### src/rtl/muldiv_unit.sv
// Iterative RV32M/RV64M multiply/divide unit: radix-2, one bit per cycle,
// valid/ready on both sides, flushable at any point.
module muldiv_unit #(
  parameter int XLEN = 32
) (
  input  logic            clk,
  input  logic            reset,
  input  logic            in_valid,
  output logic            in_ready,
  input  logic [2:0]      funct3,
  input  logic [XLEN-1:0] op_a,
  input  logic [XLEN-1:0] op_b,
  input  logic            in_flush,
  output logic            out_valid,
  input  logic            out_ready,
  output logic [XLEN-1:0] result
);

  localparam int CNT_W = $clog2(XLEN) + 1;
  localparam logic [CNT_W-1:0] LAST = CNT_W'(XLEN - 1);
  localparam logic [XLEN-1:0]  INT_MIN = {1'b1, {(XLEN-1){1'b0}}};

  localparam logic [1:0] S_IDLE = 2'd0;
  localparam logic [1:0] S_CALC = 2'd1;
  localparam logic [1:0] S_DONE = 2'd2;

  logic [1:0]        state;
  logic [CNT_W-1:0]  cnt;

  logic [XLEN-1:0]   b_mag;
  logic [2*XLEN-1:0] prod;
  logic [XLEN-1:0]   quo;
  logic [XLEN:0]     rem;
  logic              is_div, is_rem, sel_hi, neg;

  logic              a_sgn, b_sgn, a_neg, b_neg, div_zero, div_ovf;
  logic [XLEN-1:0]   a_abs, b_abs, spec_res;

  logic [XLEN:0]     psum;
  logic [2*XLEN-1:0] prod_nx, prod_fin;
  logic [XLEN+1:0]   trial;
  logic [XLEN:0]     rem_nx;
  logic [XLEN-1:0]   quo_nx, div_raw, fin;

  function automatic logic [XLEN-1:0] cneg(input logic [XLEN-1:0] v, input logic n);
    return n ? -v : v;
  endfunction

  function automatic logic [2*XLEN-1:0] cneg_w(input logic [2*XLEN-1:0] v, input logic n);
    return n ? -v : v;
  endfunction

  assign in_ready  = (state == S_IDLE);
  assign out_valid = (state == S_DONE);

  // Operand decode on the accept edge: magnitudes, sign flags, special cases
  always_comb begin
    a_sgn    = funct3[2] ? ~funct3[0] : (funct3[1:0] != 2'b11);
    b_sgn    = funct3[2] ? ~funct3[0] : ~funct3[1];
    a_neg    = a_sgn & op_a[XLEN-1];
    b_neg    = b_sgn & op_b[XLEN-1];
    a_abs    = cneg(op_a, a_neg);
    b_abs    = cneg(op_b, b_neg);
    div_zero = funct3[2] & (op_b == '0);
    div_ovf  = funct3[2] & ~funct3[0] & (op_a == INT_MIN) & (op_b == '1);
    if (div_zero) spec_res = funct3[1] ? op_a : '1;
    else          spec_res = funct3[1] ? '0 : op_a;
  end

  // One iteration: shift-add on the product, restoring subtract on the quotient
  always_comb begin
    psum     = {1'b0, prod[2*XLEN-1:XLEN]} + {1'b0, (prod[0] ? b_mag : {XLEN{1'b0}})};
    prod_nx  = {psum, prod[XLEN-1:1]};
    trial    = {rem, quo[XLEN-1]} - {2'b00, b_mag};
    if (trial[XLEN+1]) begin
      rem_nx = {rem[XLEN-1:0], quo[XLEN-1]};
      quo_nx = {quo[XLEN-2:0], 1'b0};
    end else begin
      rem_nx = trial[XLEN:0];
      quo_nx = {quo[XLEN-2:0], 1'b1};
    end
    // Sign must be applied to the full product before picking the high half
    prod_fin = cneg_w(prod_nx, neg);
    div_raw  = is_rem ? rem_nx[XLEN-1:0] : quo_nx;
    if (is_div)      fin = cneg(div_raw, neg);
    else if (sel_hi) fin = prod_fin[2*XLEN-1:XLEN];
    else             fin = prod_fin[XLEN-1:0];
  end

  always_ff @(posedge clk) begin
    if (reset) begin
      state  <= S_IDLE;
      cnt    <= '0;
      result <= '0;
    end else if (in_flush) begin
      state <= S_IDLE;
    end else begin
      case (state)
        S_IDLE: if (in_valid) begin
          cnt <= '0;
          if (div_zero || div_ovf) begin
            state  <= S_DONE;
            result <= spec_res;
          end else begin
            state <= S_CALC;
          end
        end
        S_CALC: begin
          cnt <= cnt + CNT_W'(1);
          if (cnt == LAST) begin
            state  <= S_DONE;
            result <= fin;
          end
        end
        S_DONE: if (out_ready) state <= S_IDLE;
        default: state <= S_IDLE;
      endcase
    end
  end

  // Working registers carry no reset; the state machine qualifies them
  always_ff @(posedge clk) begin
    if (state == S_IDLE && in_valid && !in_flush) begin
      b_mag  <= b_abs;
      prod   <= {{XLEN{1'b0}}, a_abs};
      quo    <= a_abs;
      rem    <= '0;
      is_div <= funct3[2];
      is_rem <= funct3[2] & funct3[1];
      sel_hi <= (funct3[1:0] != 2'b00);
      neg    <= (funct3[2] & funct3[1]) ? a_neg : (a_neg ^ b_neg);
    end else if (state == S_CALC) begin
      prod <= prod_nx;
      quo  <= quo_nx;
      rem  <= rem_nx;
    end
  end

endmodule
### config.mk
export PLATFORM = sky130hd
export DESIGN_NAME = muldiv_unit
export DESIGN_NICKNAME = d
export VERILOG_FILES = /design/src/rtl/muldiv_unit.sv
export SDC_FILE = /design/constraint.sdc
export NUM_CORES = 1
export LEC_CHECK = 0
export CORE_ASPECT_RATIO = 0.7
export CORE_UTILIZATION = 55
export DETAILED_ROUTE_END_ITERATION = 6
export PLACE_DENSITY = 0.78
export SYNTH_ARGS = -nofsm -noshare
export SYNTH_HDL_FRONTEND = slang
export SYNTH_SLANG_ARGS = --single-unit
### constraint.sdc
create_clock -name clk -period 5 [get_ports clk]
set_input_delay 1.25 -clock clk [delete_from_list [all_inputs] [get_ports clk]]
set_output_delay 1.25 -clock clk [all_outputs]
set_load 0.01 [all_outputs]
==> results by group, run 1 <==
Timing
  • Hold Fails Final Rpt: 0
  • Hold slack: 0.446 ns
  • Sum of negative setup slack: 0 ns
  • Fmax: 201 MHz
  • Tightest Pin Transition: 1.04 ns
  • Fin crit share: 99.3%
  • Final setup fails: 0
  • RSZ-0062 raised after global routing: true
  • Relative slew slack: 30.6%
  • Final Skew: 0.0271 ns
  • Minimum clock period: 4.97 ns
  • Fin. max-slew vios: 0

Min path
  • Hold crit path type: reg -> reg
  • Hold Crit Depth: 2

Yosys
  • Area share of the largest cell type after synthesis: 17.7%
  • Synth Area per Inst: 8.03 sq um
  • Register area share after synthesis: 30.1%
  • Cells after synthesis: 2,114
  • Number of flops mapped to enable cells by yosys: 100
  • Synth top area cells: edfxtp_1 18%, dfxtp_1 12%, ha_1 5.2%
  • Post-Syn Area: 17,000 sq um
  • Synth Flop Type: dfxtp_1
  • Unique masters post-synth: 99
  • FFs w/ async S/R, synth: 0%
  • Yosys warns: 0
  • Synth area leader: edfxtp_1
  • Seq cells post-synth: 205
  • Syn Nets: 2,258

Clock network
  • Clock Root Buffer: clkbuf_16
  • Hold buffers post-CTS: 0
  • Worst-case clock buffer depth: 3
  • Worst-skew pair later-pin latency: 0.55 ns
  • H-tree depth: 1
  • Clock-pin slew on the worst setup and hold paths: 0.06 ns
  • CTS tree: yes
  • CTS Buf Count: 23
  • Clk sinks: 205

Pwr
  • Static leakage: 7.82 nW
  • Switching power: 0.00374 W
  • Pint: 0.00511 W
  • Switching share of power: 42.2%
  • PwrDens: 432 nW/um^2
  • Logic pwr share: 51.0%
  • Pwr Total: 0.00885 W
  • Max VDD drop: 0.000444 V
  • Reg power frac: 26.0%
  • Clk network pwr share: 23.0%

Route
  • DRC: 0
  • Top layer in use: met4
  • Mean routed wirelength per cell: 23.9 um
  • Total Wirelength: 65.3 mm
  • Routed wl met3: 8.32 mm
  • Met1 wire length: 28.9 mm
  • Post-route ant nets: 0
  • Via density per instance: 6.61
  • Drt pass-1 iters: 6
  • Starting DRT DRC Count: 2,352
  • Routed wl met2: 26.3 mm
  • DR vias: 18,100

Critical path
  • Critical path class: reg -> reg
  • Crit Path Max Fanout: 16
  • Startpoint types: flop
  • Crit path largest cell delay: 0.68 ns
  • R2R cell count: 18
  • Crit path arrival time: 5.39 ns
  • Critical Path RT: 5.42 ns
  • Crit-path cells: buf_4 > buf_4 > and2_1 > ha_1 > a2111oi_4 > a21oi_1 > a31oi_1 > buf_4 > a211oi_4 > nor4_2 > a311o_1 > or4bb_2 > or3_2 > o41ai_4 > xnor2_1 > a221oi_2 > a2bb2oi_2 > a21oi_1
  • Worst setup EP type: flop
  • Worst path slowest cell: or4bb_2
  • CP dominant cell by count: buf_4

Floorplan
  • Die area: 31,600 sq um
  • Core footprint: 30,200 sq um
  • Die height: 149 um
  • Std-Cell Rows: 53
  • I/O Pins: 106
  • Width of the die: 212 um
  • Initial core utilization: 56.3%

Layout
  • Reg area: 5100 sq um
  • FILL cells: 2,582
  • Share of cells above drive strength 1: 12.6%
  • Final core utilization: 67.8%
  • Antenna diodes: 0
  • Most frequent cells in the layout: 227 x nand2_1, 169 x nor2_1, 168 x buf_4, 164 x o21ai_0, 149 x a21oi_1
  • Layout Nets: 2,448
  • Multi-input gate area: 11,300 sq um
  • Commonest non-fill, non-tap cell in the layout: nand2_1
  • Syn-to-layout area delta: 20.5%

Place
  • Port Buffers: 105
  • HPWL after detailed placement: 51.4 mm
  • Placer Congestion: 1.06

Global route
  • Initial antenna violation count: 5
  • Global-route wire length before repair: 97.3 mm
  • GRT Util Overall: 40.8%
  • Grt total ovfl: 0
  • Vias in the first global route: 16,400
  • Largest net degree at the start of global routing: 94

Flow run
  • MaxCap Viol Count: 0

Outcome
  • Outcome: complete, no violations
final timing paths:
kind              slack (ns)  startpoint          to
hold reg to reg         0.45  result[12]  result[12]
setup / recovery        0.03     prod[0]  result[30]
hold / removal          0.45  result[12]  result[12]
setup reg to reg        0.03     prod[0]  result[30]
power by group through the flow:
stage                     Combinational (W)  Clock, W  Sequential [W]
after floorplan                     0.00274         0         0.00221
after global placement              0.00425         0         0.00231
after detailed placement            0.00429         0         0.00232
after CTS                           0.00432   0.00204         0.00229
after global routing                0.00484   0.00211         0.00232
final                               0.00451   0.00203         0.00230
worst max-delay path: cells and delay by family (launching register included):
kind / cells / cell delay [ns]
AOI/OAI and AO/OA: 9 / 1.88
and+or+nand+nor: 4 / 1.58
buffers and inverters: 3 / 0.52
DFF: 1 / 0.40
adders and majority gates: 1 / 0.35
xor gates and xnor gates: 1 / 0.13
stage by stage:
stage	cells	worst slack (ns)	area, sq um
after floorplan	2114	0.278	17000
after global placement	2686	0.0772	19400
after detailed placement	2686	0.0755	19400
after CTS	2727	0.0309	20300
after global routing	2732	-0.104	20500
final	2732	0.0327	20500
synth_stat cells, drive strengths merged (4+ instances only):
library cell,instances
clkbuf,92
a31oi,21
a311o,4
buf,21
nand4b,4
and3,17
a311oi,17
nor4,25
xnor2,93
a221oi,9
o41ai,20
ha,70
nor2,172
a2111oi,8
inv,71
o21bai,13
or2,12
o211ai,26
or4,12
nor3,67
nor2b,13
a21o,36
a21boi,7
o2111ai,4
a22o,13
or3,23
nand2,229
a211oi,39
o311ai,8
nand3,66
nand3b,8
edfxtp,100
o2111a,4
a211o,4
nand2b,12
nand4,24
o31ai,40
o21a,74
dfxtp,105
xor2,87
o21ai,173
a21oi,153
mux2i,24
and2,44
a31o,6
metal layers:
metal	global-route usage (%)	vias to the layer above
met1	59.6	8619
met2	57.1	1104
li1	-	8245
met3	12.5	102
met4	11.1	0
met5	0	-
final cells by class:
class	instances	area share, %
clock buffers	25	2.95
clock inverters	16	1.33
inverters	72	1.33
multi-input cells	1724	55.1
flip-flops and latches	205	24.9
well taps	412	2.52
repair buffers	278	11.8
cells by family (layout without fill, tap and decap cells):
family | Yosys count | in the layout | share of synthesized area [%]
xor gates and xnor gates | 180 | 180 | 9.28
DFF | 205 | 205 | 30.1
and+or+nand+nor | 737 | 737 | 21.4
buffers and inverters | 185 | 391 | 4.38
adders and majority gates | 73 | 73 | 5.45
AOI/OAI and AO/OA | 709 | 709 | 27.9
muxes | 25 | 25 | 1.48
registers in the layout (all words and copies together) (netlist names):
| signal | cells |
|---|---|
| prod | 64 |
| rem | 33 |
| b_mag | 32 |
| quo | 32 |
| result | 32 |
| cnt | 6 |
| state | 2 |
| is_div | 1 |
| is_rem | 1 |
| neg | 1 |
| sel_hi | 1 |
repair_timing:
item | CTS | global route
endpoints found under the setup margin | 0 | 14
resized for setup | 0 | 27
endpoints found under the hold margin | 0 | 0
buffers inserted | 0 | 5
Note: power is estimated with default switching activity, not from simulation.
==> inputs of run 2 (changes only) <==
Settings changed: CTS_CLUSTER_SIZE set to 8.
==> run 2 against run 1 <==
Compared with the run above:
- cell count rose by 0.26%
- critical path depth fell by 1
- clock-buffer cell count rose by 24
- critical path type unchanged
- largest power group unchanged
==> results by group, run 2 (same netlist as run 1, synthesis figures left out) <==
Outcome
  • Outcome: complete, no violations

Floorplan
  • Die area: 31,600 sq um
  • Core footprint: 30,200 sq um
  • Die height: 149 um
  • Std-Cell Rows: 53
  • Width of the die: 212 um
  • I/O Pins: 106
  • Initial core utilization: 56.3%

Route
  • Mean routed wirelength per cell: 23.9 um
  • Post-route ant nets: 0
  • Total Wirelength: 65.6 mm
  • Starting DRT DRC Count: 2,249
  • Via density per instance: 6.53
  • Drt pass-1 iters: 6
  • DRC: 0
  • DR vias: 17,900

Clock network
  • H-tree depth: 1
  • Clock Root Buffer: clkbuf_16
  • Worst-case clock buffer depth: 3
  • Clock-pin slew on the worst setup and hold paths: 0.06 ns
  • CTS tree: yes
  • CTS Buf Count: 29
  • Worst-skew pair later-pin latency: 0.58 ns
  • Clk sinks: 205

Critical path
  • Crit Path Max Fanout: 16
  • Worst setup EP type: flop
  • Critical Path RT: 5.45 ns
  • Crit path arrival time: 5.42 ns
  • Startpoint types: flop
  • Critical path class: reg -> reg
  • R2R cell count: 17

Pwr
  • PwrDens: 426 nW/um^2
  • Max VDD drop: 0.000295 V
  • Static leakage: 7.78 nW

Timing
  • Relative slew slack: 29.7%
  • Fin. max-slew vios: 0
  • RSZ-0062 raised after global routing: true
  • Worst Slack Setup Final: 0.0368 ns
  • Tightest Pin Transition: 1.06 ns
  • Fin crit share: 99.3%
  • Fmax: 201 MHz
  • Final Skew: 0.0360 ns
  • Minimum clock period: 4.96 ns
  • Final setup fails: 0
  • Sum of negative setup slack: 0 ns
  • Hold Fails Final Rpt: 0

Global route
  • Global-route wire length before repair: 97.9 mm
  • Largest net degree at the start of global routing: 94
  • GRT Util Overall: 41.0%
  • Vias in the first global route: 16,400
  • Initial antenna violation count: 5
  • Grt total ovfl: 0

Min path
  • Hold crit path type: reg -> reg
  • Hold Crit Depth: 2

Layout
  • Commonest non-fill, non-tap cell in the layout: nand2_1
  • Syn-to-layout area delta: 20.0%
  • Reg with most FFs: prod
  • Antenna diodes: 0
  • Largest regs: prod (64), rem (33)
  • FILL cells: 2,593
  • Layout Nets: 2,453
  • Largest register FFs: 64
  • Most frequent cells in the layout: 227 x nand2_1, 169 x nor2_1, 166 x buf_4, 164 x o21ai_0, 151 x a21oi_1
  • Share of cells above drive strength 1: 11.9%

Place
  • HPWL after detailed placement: 51.4 mm
  • Port Buffers: 105
  • DP Worst Slack: 0.0755 ns
  • Placer Congestion: 1.06

Flow run
  • MaxCap Viol Count: 0
-- run 2: cell types whose count changed in the layout (fill, tap and decap cells not counted), sizes merged --
cell | before | now
bufinv | 7 | 0
buf | 173 | 172
clkinvlp | 3 | 0
clkinv | 5 | 1
clkbuf | 25 | 49
inv | 73 | 71
-- run 2: timing repair --
| item | CTS | global route |
|---|---|---|
| resized for setup | 0 | 23 |
| buffers inserted | 0 | 4 |
| hold buffers | 0 | 0 |
| endpoints found under the hold margin | 0 | 0 |
| setup endpoints to repair | 0 | 14 |
-- run 2: per-stage QoR --
stage | area (sq um) | utilization, % | hold WS (ns) | std cells | total power [W]
floorplan | 17000 | - | 0.432 | 2114 | 0.00495
global placement | 19400 | 64.4 | 0.431 | 2686 | 0.00656
detailed placement | 19400 | 64.4 | 0.440 | 2686 | 0.00661
CTS | 20200 | 67.0 | 0.447 | 2735 | 0.00849
global route | 20400 | 67.5 | 0.465 | 2739 | 0.00911
finish | 20400 | 67.5 | 0.450 | 2739 | 0.00869
-- run 2: cell type report --
type	count	area, sq um	area share (%)
Tap cell	412	515	2.53
Multi-Input combinational cell	1724	11300	55.3
Sequential cell	205	5100	25.1
Inverter	72	273	1.34
Timing Repair Buffer	277	2410	11.8
Clock buffer	49	811	3.98
-- run 2: per-layer routing --
layer | wire length [um] | global-route usage [%] | vias up
met2 | 26400 | 57.7 | 964
met4 | 1680 | 11.0 | 2
met3 | 8110 | 13.1 | 101
met1 | 29300 | 59.5 | 8568
li1 | - | - | 8238
met5 | 13 | 0 | -
-- run 2: critical path, stage by stage (launching register included) --
cell and delay [ns]:
edfxtp_1 0.37, buf_4 0.16, buf_4 0.18, and2_1 0.15
ha_1 0.35, buf_4 0.15, nand4_1 0.26, o41ai_1 0.86
o21ai_1 0.28, a2111oi_1 0.33, buf_4 0.20, nand4_2 0.14
or3_4 0.45, o41ai_4 0.37, xnor2_1 0.13, a221oi_2 0.26
a2bb2oi_2 0.16, a21oi_1 0.05
-- run 2: report_power, final --
part | internal [W] | switching (W) | total [W]
Sequential | 0.00203 | 0.000271 | 0.00230
Clock | 0.00108 | 0.000802 | 0.00188
Combinational | 0.00184 | 0.00266 | 0.00450
Total | 0.00495 | 0.00374 | 0.00869
-- run 2: final timing paths --
| path | from | end | slack (ns) |
|---|---|---|---|
| max | prod[0] | result[30] | 0.04 |
| min | result[12] | result[12] | 0.45 |
| max reg2reg | prod[0] | result[30] | 0.04 |
| min reg2reg | result[12] | result[12] | 0.45 |
